$ cat src/rtl/unidade_controle_jogo.sv
// Moore control unit for the 16-step sequence-check game: sequences the counter/register
// datapath, detects move-button edges and abandons the round if a move takes too long.
module unidade_controle_jogo #(
    parameter int TIMEOUT = 5000
) (
    input  logic       clock,
    input  logic       reset,
    input  logic       iniciar,
    input  logic       jogada,
    input  logic       igual,
    input  logic       fimC,
    output logic       zeraC,
    output logic       contaC,
    output logic       zeraR,
    output logic       registraR,
    output logic       pronto,
    output logic       acertou,
    output logic       errou,
    output logic       timeout,
    output logic [3:0] db_estado
);

    localparam logic [3:0] INICIAL     = 4'h0;
    localparam logic [3:0] PREPARACAO  = 4'h1;
    localparam logic [3:0] ESPERA      = 4'h2;
    localparam logic [3:0] REGISTRA    = 4'h4;
    localparam logic [3:0] COMPARACAO  = 4'h5;
    localparam logic [3:0] PROXIMO     = 4'h6;
    localparam logic [3:0] FIM_ACERTO  = 4'hA;
    localparam logic [3:0] FIM_TIMEOUT = 4'hD;
    localparam logic [3:0] FIM_ERRO    = 4'hE;

    localparam int TW = (TIMEOUT > 2) ? $clog2(TIMEOUT) : 1;
    localparam logic [TW-1:0] TIMER_LAST = TW'(TIMEOUT - 1);

    logic [3:0]    estado_q;
    logic [3:0]    estado_d;
    logic          jogada_q;
    logic [TW-1:0] timer_q;
    logic [TW-1:0] timer_d;
    logic          borda;

    // Only a rising edge seen while waiting is a move; others are simply dropped.
    assign borda = jogada & ~jogada_q & (estado_q == ESPERA);

    always_comb begin
        estado_d = INICIAL;
        case (estado_q)
            INICIAL:     estado_d = iniciar ? PREPARACAO : INICIAL;
            PREPARACAO:  estado_d = ESPERA;
            ESPERA: begin
                if (borda)
                    estado_d = REGISTRA;
                else if (timer_q == TIMER_LAST)
                    estado_d = FIM_TIMEOUT;
                else
                    estado_d = ESPERA;
            end
            REGISTRA:    estado_d = COMPARACAO;
            COMPARACAO: begin
                if (!igual)
                    estado_d = FIM_ERRO;
                else if (fimC)
                    estado_d = FIM_ACERTO;
                else
                    estado_d = PROXIMO;
            end
            PROXIMO:     estado_d = ESPERA;
            FIM_ACERTO:  estado_d = iniciar ? PREPARACAO : FIM_ACERTO;
            FIM_TIMEOUT: estado_d = iniciar ? PREPARACAO : FIM_TIMEOUT;
            FIM_ERRO:    estado_d = iniciar ? PREPARACAO : FIM_ERRO;
            default:     estado_d = INICIAL;
        endcase
    end

    // Timer counts only while staying in espera, so every new visit restarts from zero.
    always_comb begin
        timer_d = '0;
        if (estado_q == ESPERA && estado_d == ESPERA)
            timer_d = timer_q + 1'b1;
    end

    always_ff @(posedge clock) begin
        if (reset) begin
            estado_q <= INICIAL;
            jogada_q <= 1'b0;
            timer_q  <= '0;
        end else begin
            estado_q <= estado_d;
            jogada_q <= jogada;
            timer_q  <= timer_d;
        end
    end

    always_comb begin
        zeraC     = 1'b0;
        contaC    = 1'b0;
        zeraR     = 1'b0;
        registraR = 1'b0;
        pronto    = 1'b0;
        acertou   = 1'b0;
        errou     = 1'b0;
        timeout   = 1'b0;
        case (estado_q)
            PREPARACAO: begin
                zeraC = 1'b1;
                zeraR = 1'b1;
            end
            REGISTRA:   registraR = 1'b1;
            PROXIMO:    contaC = 1'b1;
            FIM_ACERTO: begin
                pronto  = 1'b1;
                acertou = 1'b1;
            end
            FIM_ERRO: begin
                pronto = 1'b1;
                errou  = 1'b1;
            end
            FIM_TIMEOUT: begin
                pronto  = 1'b1;
                timeout = 1'b1;
            end
            default: ;
        endcase
    end

    assign db_estado = estado_q;

endmodule

$ cat config.mk
export PLATFORM = sky130hd
export DESIGN_NAME = unidade_controle_jogo
export DESIGN_NICKNAME = d
export VERILOG_FILES = /design/src/rtl/unidade_controle_jogo.sv
export SDC_FILE = /design/constraint.sdc
export NUM_CORES = 1
export LEC_CHECK = 0
export BUFFER_PORTS_ARGS = -buffer_cell sky130_fd_sc_hd__buf_2
export CAP_MARGIN = 40
export CORE_MARGIN = 2
export CORE_UTILIZATION = 35
export DETAILED_ROUTE_END_ITERATION = 8
export PLACE_DENSITY_LB_ADDON = 0.08
export SLEW_MARGIN = 20
export SYNTH_ARGS = -nofsm -noshare
export SYNTH_HDL_FRONTEND = slang
export SYNTH_SLANG_ARGS = --single-unit
$ cat constraint.sdc
create_clock -name clock -period 2.4 [get_ports clock]
set_input_delay 0.12 -clock clock [delete_from_list [all_inputs] [get_ports clock]]
set_output_delay 0.12 -clock clock [all_outputs]
set_load 0.02 [all_outputs]
### Word-level counts from Yosys, hierarchy flattened

Cells that the tools add are included.
Widths: inputs -> output; s select.

| storage, ports and cells | value |
|---|---|
| register bits after elaboration | 18 |
| input port bits | 6 |
| output and inout port bits | 12 |
| logic and storage cells | 39 |

| cells by class | value |
|---|---|
| $add $sub $neg | 1 |
| equality and inequality tests | 10 |
| muxes and demuxes | 16 |
| bitwise logic cells | 4 |
| reductions and logical operators | 5 |

Operators by type and width:

| operator | number |
|---|---|
| $pmux 4 s8 | 1 |
| $mux 4 | 7 |
| $add 13x1->13 const B | 1 |
| $eq 13x13->1 const B | 1 |
| $eq 4x3->1 const B | 3 |
| $eq 4x4->1 const B | 3 |
| $eq 4x2->1 const B | 2 |
| $mux 1 | 8 |
| $eq 4x1->1 const B | 1 |
| $logic_not 4->1 | 1 |
| $reduce_or 2->1 | 2 |
| $reduce_or 3->1 | 1 |
| $and 1x1->1 | 2 |
| $not 1->1 | 2 |
| $logic_and 1x1->1 | 1 |

### Logic depth before layout (Yosys ltp)

| depth | value |
|---|---|
| depth after elaboration | 9 |
| mapped depth | 6 |

### Worst setup path after synthesis

No wires, ideal clock.

| timing | value |
|---|---|
| path kind | register -> register |
| start point | reg timer_q[0] |
| end point | reg timer_q[12] |
| setup time | 0.115 ns |
| arrival | 1.765 ns |
| setup slack | 0.521 ns |
| cell stages (with the launch flop) | 7 |
| cell sequence | dfxtp_1 ha_1 or3b_2 or4_4 o2111ai_2 buf_6 nor2_1 |

| between the ends | value |
|---|---|
| word-level cells in the longest chain between the ends | 8 |
| elaborated cells between the ends (all ways) | 9 |
| classes of those cells | add/sub (1); eq/ne (2); mux (3); bitwise (1); reduce/logical (2) |

RTL lines:

| what | RTL line | RTL |
|---|---|---|
| start: declaration | 39 | `logic [TW-1:0] timer_q;` |
| start signal: assignment | 91 | `timer_q <= timer_d;` |
| $eq 13x13->1 | 54 | `else if (timer_q == TIMER_LAST)` |
| $mux 4 | 54 |  |
| $mux 4 | 52 | `if (borda)` |
| $pmux 4 s8 | 48 | `case (estado_q)` |
| $eq 4x2->1 | 79 | `if (estado_q == ESPERA && estado_d == ESPERA)` |
| $logic_and 1x1->1 | 79 |  |
| $not 1->1 (no line) | n/a |  |
| $reduce_or 2->1 (no line) | n/a |  |

Parallel ways exist; a longest one is shown, timed or not.
A chain may end at the register's enable or synchronous reset.

### Worst setup path in the final report

| timing | value |
|---|---|
| start point | reg timer_q[0] |
| end point | reg timer_q[7] |

Same word-level chain as after synthesis.

==> out/summary.txt <==
Grt ovf - 0
Crit path max-delay family - simple AND/OR/NAND/NOR gates
Synth top area share - 0.3750
Max-slew headroom - 0.6047
Met1 wire length - 887 um
Commonest non-fill, non-tap cell in the layout - nor2_1
Worst Skew - 6.513 ps
DR vias - 886
Vias per cell - 5.181
Average routed wire per standard cell - 11.41 um
CP max stage delay - 470 ps
TritonCTS clock tree - yes
Initial Util - 0.3776
Clock Sinks - 18
Post-CTS setup buffers - 0
Max Freq - 496.0 MHz
First-pass GRT wire length - 3.456 mm
Worst-Skew Late Latency - 300 ps
Arr. time, crit path - 2190 ps
Syn_nets - 129
Drt initial violations - 32
Ys Warns - 0
WP buf/inv - 0
Worst-path cell chain - ha_1 > or3b_2 > or4_4 > o2111ai_2 > nor2_1
Maximum VDD drop - 266.1 uV
Synthesized area - 960.9 um^2
Setup crit end kind - flip-flop
Fin. max-slew vios - 0
Ports - 18
Worst setup SP type - flip-flop
Cell taking the most area after synthesis - dfxtp_1
Die X - 56.40 um
Port bufs - 17
Layout cells sized above 1 - 0.2057
Crit path max-delay cell type - or3b_2
Core ar. - 0.002545 mm^2
Setup CP Type - flip-flop to flip-flop
Outcome - completed
Hold_ws - 92.14 ps
Final GP Congestion - 0.7187
Total CTS buffers - 3
Met3 wire len - 89 um
FF+latch count, synth - 18
Die Y - 56.40 um
Initial antenna violation count - 0
Worst slew pin tran - 593.0 ps
Most frequent cells in the layout - 20 x nor2_1, 18 x dfxtp_1, 17 x buf_2, 9 x inv_1, 9 x xnor2_1
Final worst path period share - 0.8401
Reg2Reg Depth - 5
Root buf cell - clkbuf_4
Cell depth of the worst setup path - 5
Fin. Hold Viols - 0
Setup TNS Final - 0 ps
Area of the die - 0.003180 mm^2
Final setup fails - 0
Vias in the first global route - 808
Top sig layer - met4
Drt pass-1 iters - 4
DRC - 0
Final WL - 1.951 mm
Max clock buf depth - 2
Area Overhead vs Synth - 16.15%
DP HPWL - 1.430 mm
Post-layout min period - 2016 ps
Site row count - 18
Req. time, crit path - 2570 ps
Hold Crit Class - input port to flip-flop
Seq/Total Area, Yosys - 0.3750
Avg Synthesized Cell Area - 7.876 um^2
ANT cells - 0
Gate Count Post-Synth - 122
Tot GR Track Use - 0.1368
Tot Pwr - 565.6 uW
Cell Pwr Density - 506.8 mW/mm^2
Static leakage - 0.3932 nW
Hold path cells - 2
Max-cap viol count - 0
RSZ-0062 raised after global routing - false
Maximum number of pins on one net before global-route repair - 17
Synth area leaders - dfxtp_1 38%, xnor2_1 8.2%, nor2_1 7.8%
Post-DRT Antenna Nets - 0
Met2 wire len - 933 um
Clock-pin slew on the worst setup and hold paths - 110 ps
Synth cell types - 28
CP Max Fanout - 13
Htree depth - 1
Layout Nets - 149
cell families (layout without fill, tap and decap cells):
logic type,after synthesis,count (layout),share of synthesized area
buf+inv,15,34,0.07292
compound gates,16,16,0.1120
simple gates,61,61,0.3268
fa+ha+maj,1,1,0.01302
xor+xnor,11,11,0.1003
flops,18,18,0.3750
synth_stat cells, drive strengths merged:
cell type  number
nor2           20
dfxtp          18
inv             9
xnor2           9
a21oi           8
nand2           7
nor3            7
nand3           6
buf             4
nor2b           4
nor4            4
nand2b          3
nand4           3
o21ai           3
a31oi           2
and3            2
clkbuf          2
or4             2
xor2            2
a2111oi         1
a32o            1
ha              1
nand3b          1
nand4b          1
o2111ai         1
or3b            1
per-stage QoR:
stage / utilization / area, um^2 / instances / setup WS [ps]
global route: 0.4385 / 1116 / 171 / 262.6
CTS: 0.4385 / 1116 / 171 / 365.5
global placement: 0.4204 / 1070 / 166 / 435.8
detailed placement: 0.4204 / 1070 / 166 / 390.2
floorplan: - / 960.9 / 122 / 520.8
finish: 0.4385 / 1116 / 171 / 383.8
per-layer routing:
metal | global-route usage | vias up
li1 | - | 453
met1 | 0.1634 | 410
met2 | 0.2336 | 19
met3 | 0.01613 | 4
met4 | 0.08163 | 0
met5 | 0 | -
area by class of cell:
cell class,instances,area (um^2)
well taps,30,37.54
flip-flops and latches,18,360.3
multi-input cells,89,530.5
repair buffers,21,117.6
inverters,9,33.78
fillers,280,1429
clock buffers,4,36.28
where the power goes:
part	internal, mW	switching (mW)	leakage, nW
combinational	0.0272	0.0418	0.227
sequential	0.304	0.00403	0.146
clock	0.0926	0.0965	0.0210
state kept, by name, indices dropped and copies added (netlist names):
register   count
timer_q       13
db_estado      4
jogada_q       1
final timing paths:
check	from	endpoint	slack, ps
max	timer_q[0]	timer_q[7]	380
min	jogada	jogada_q	90
max reg2reg	timer_q[0]	timer_q[7]	380
min reg2reg	timer_q[0]	timer_q[0]	470
timing repair:
item / 4_1_cts / 5_1_grt
hold buffers: 1 / 0
hold endpoints to repair: 1 / 0
gates resized for setup: 0 / 0
No activity file was read; power rests on OpenSTA's default activity.
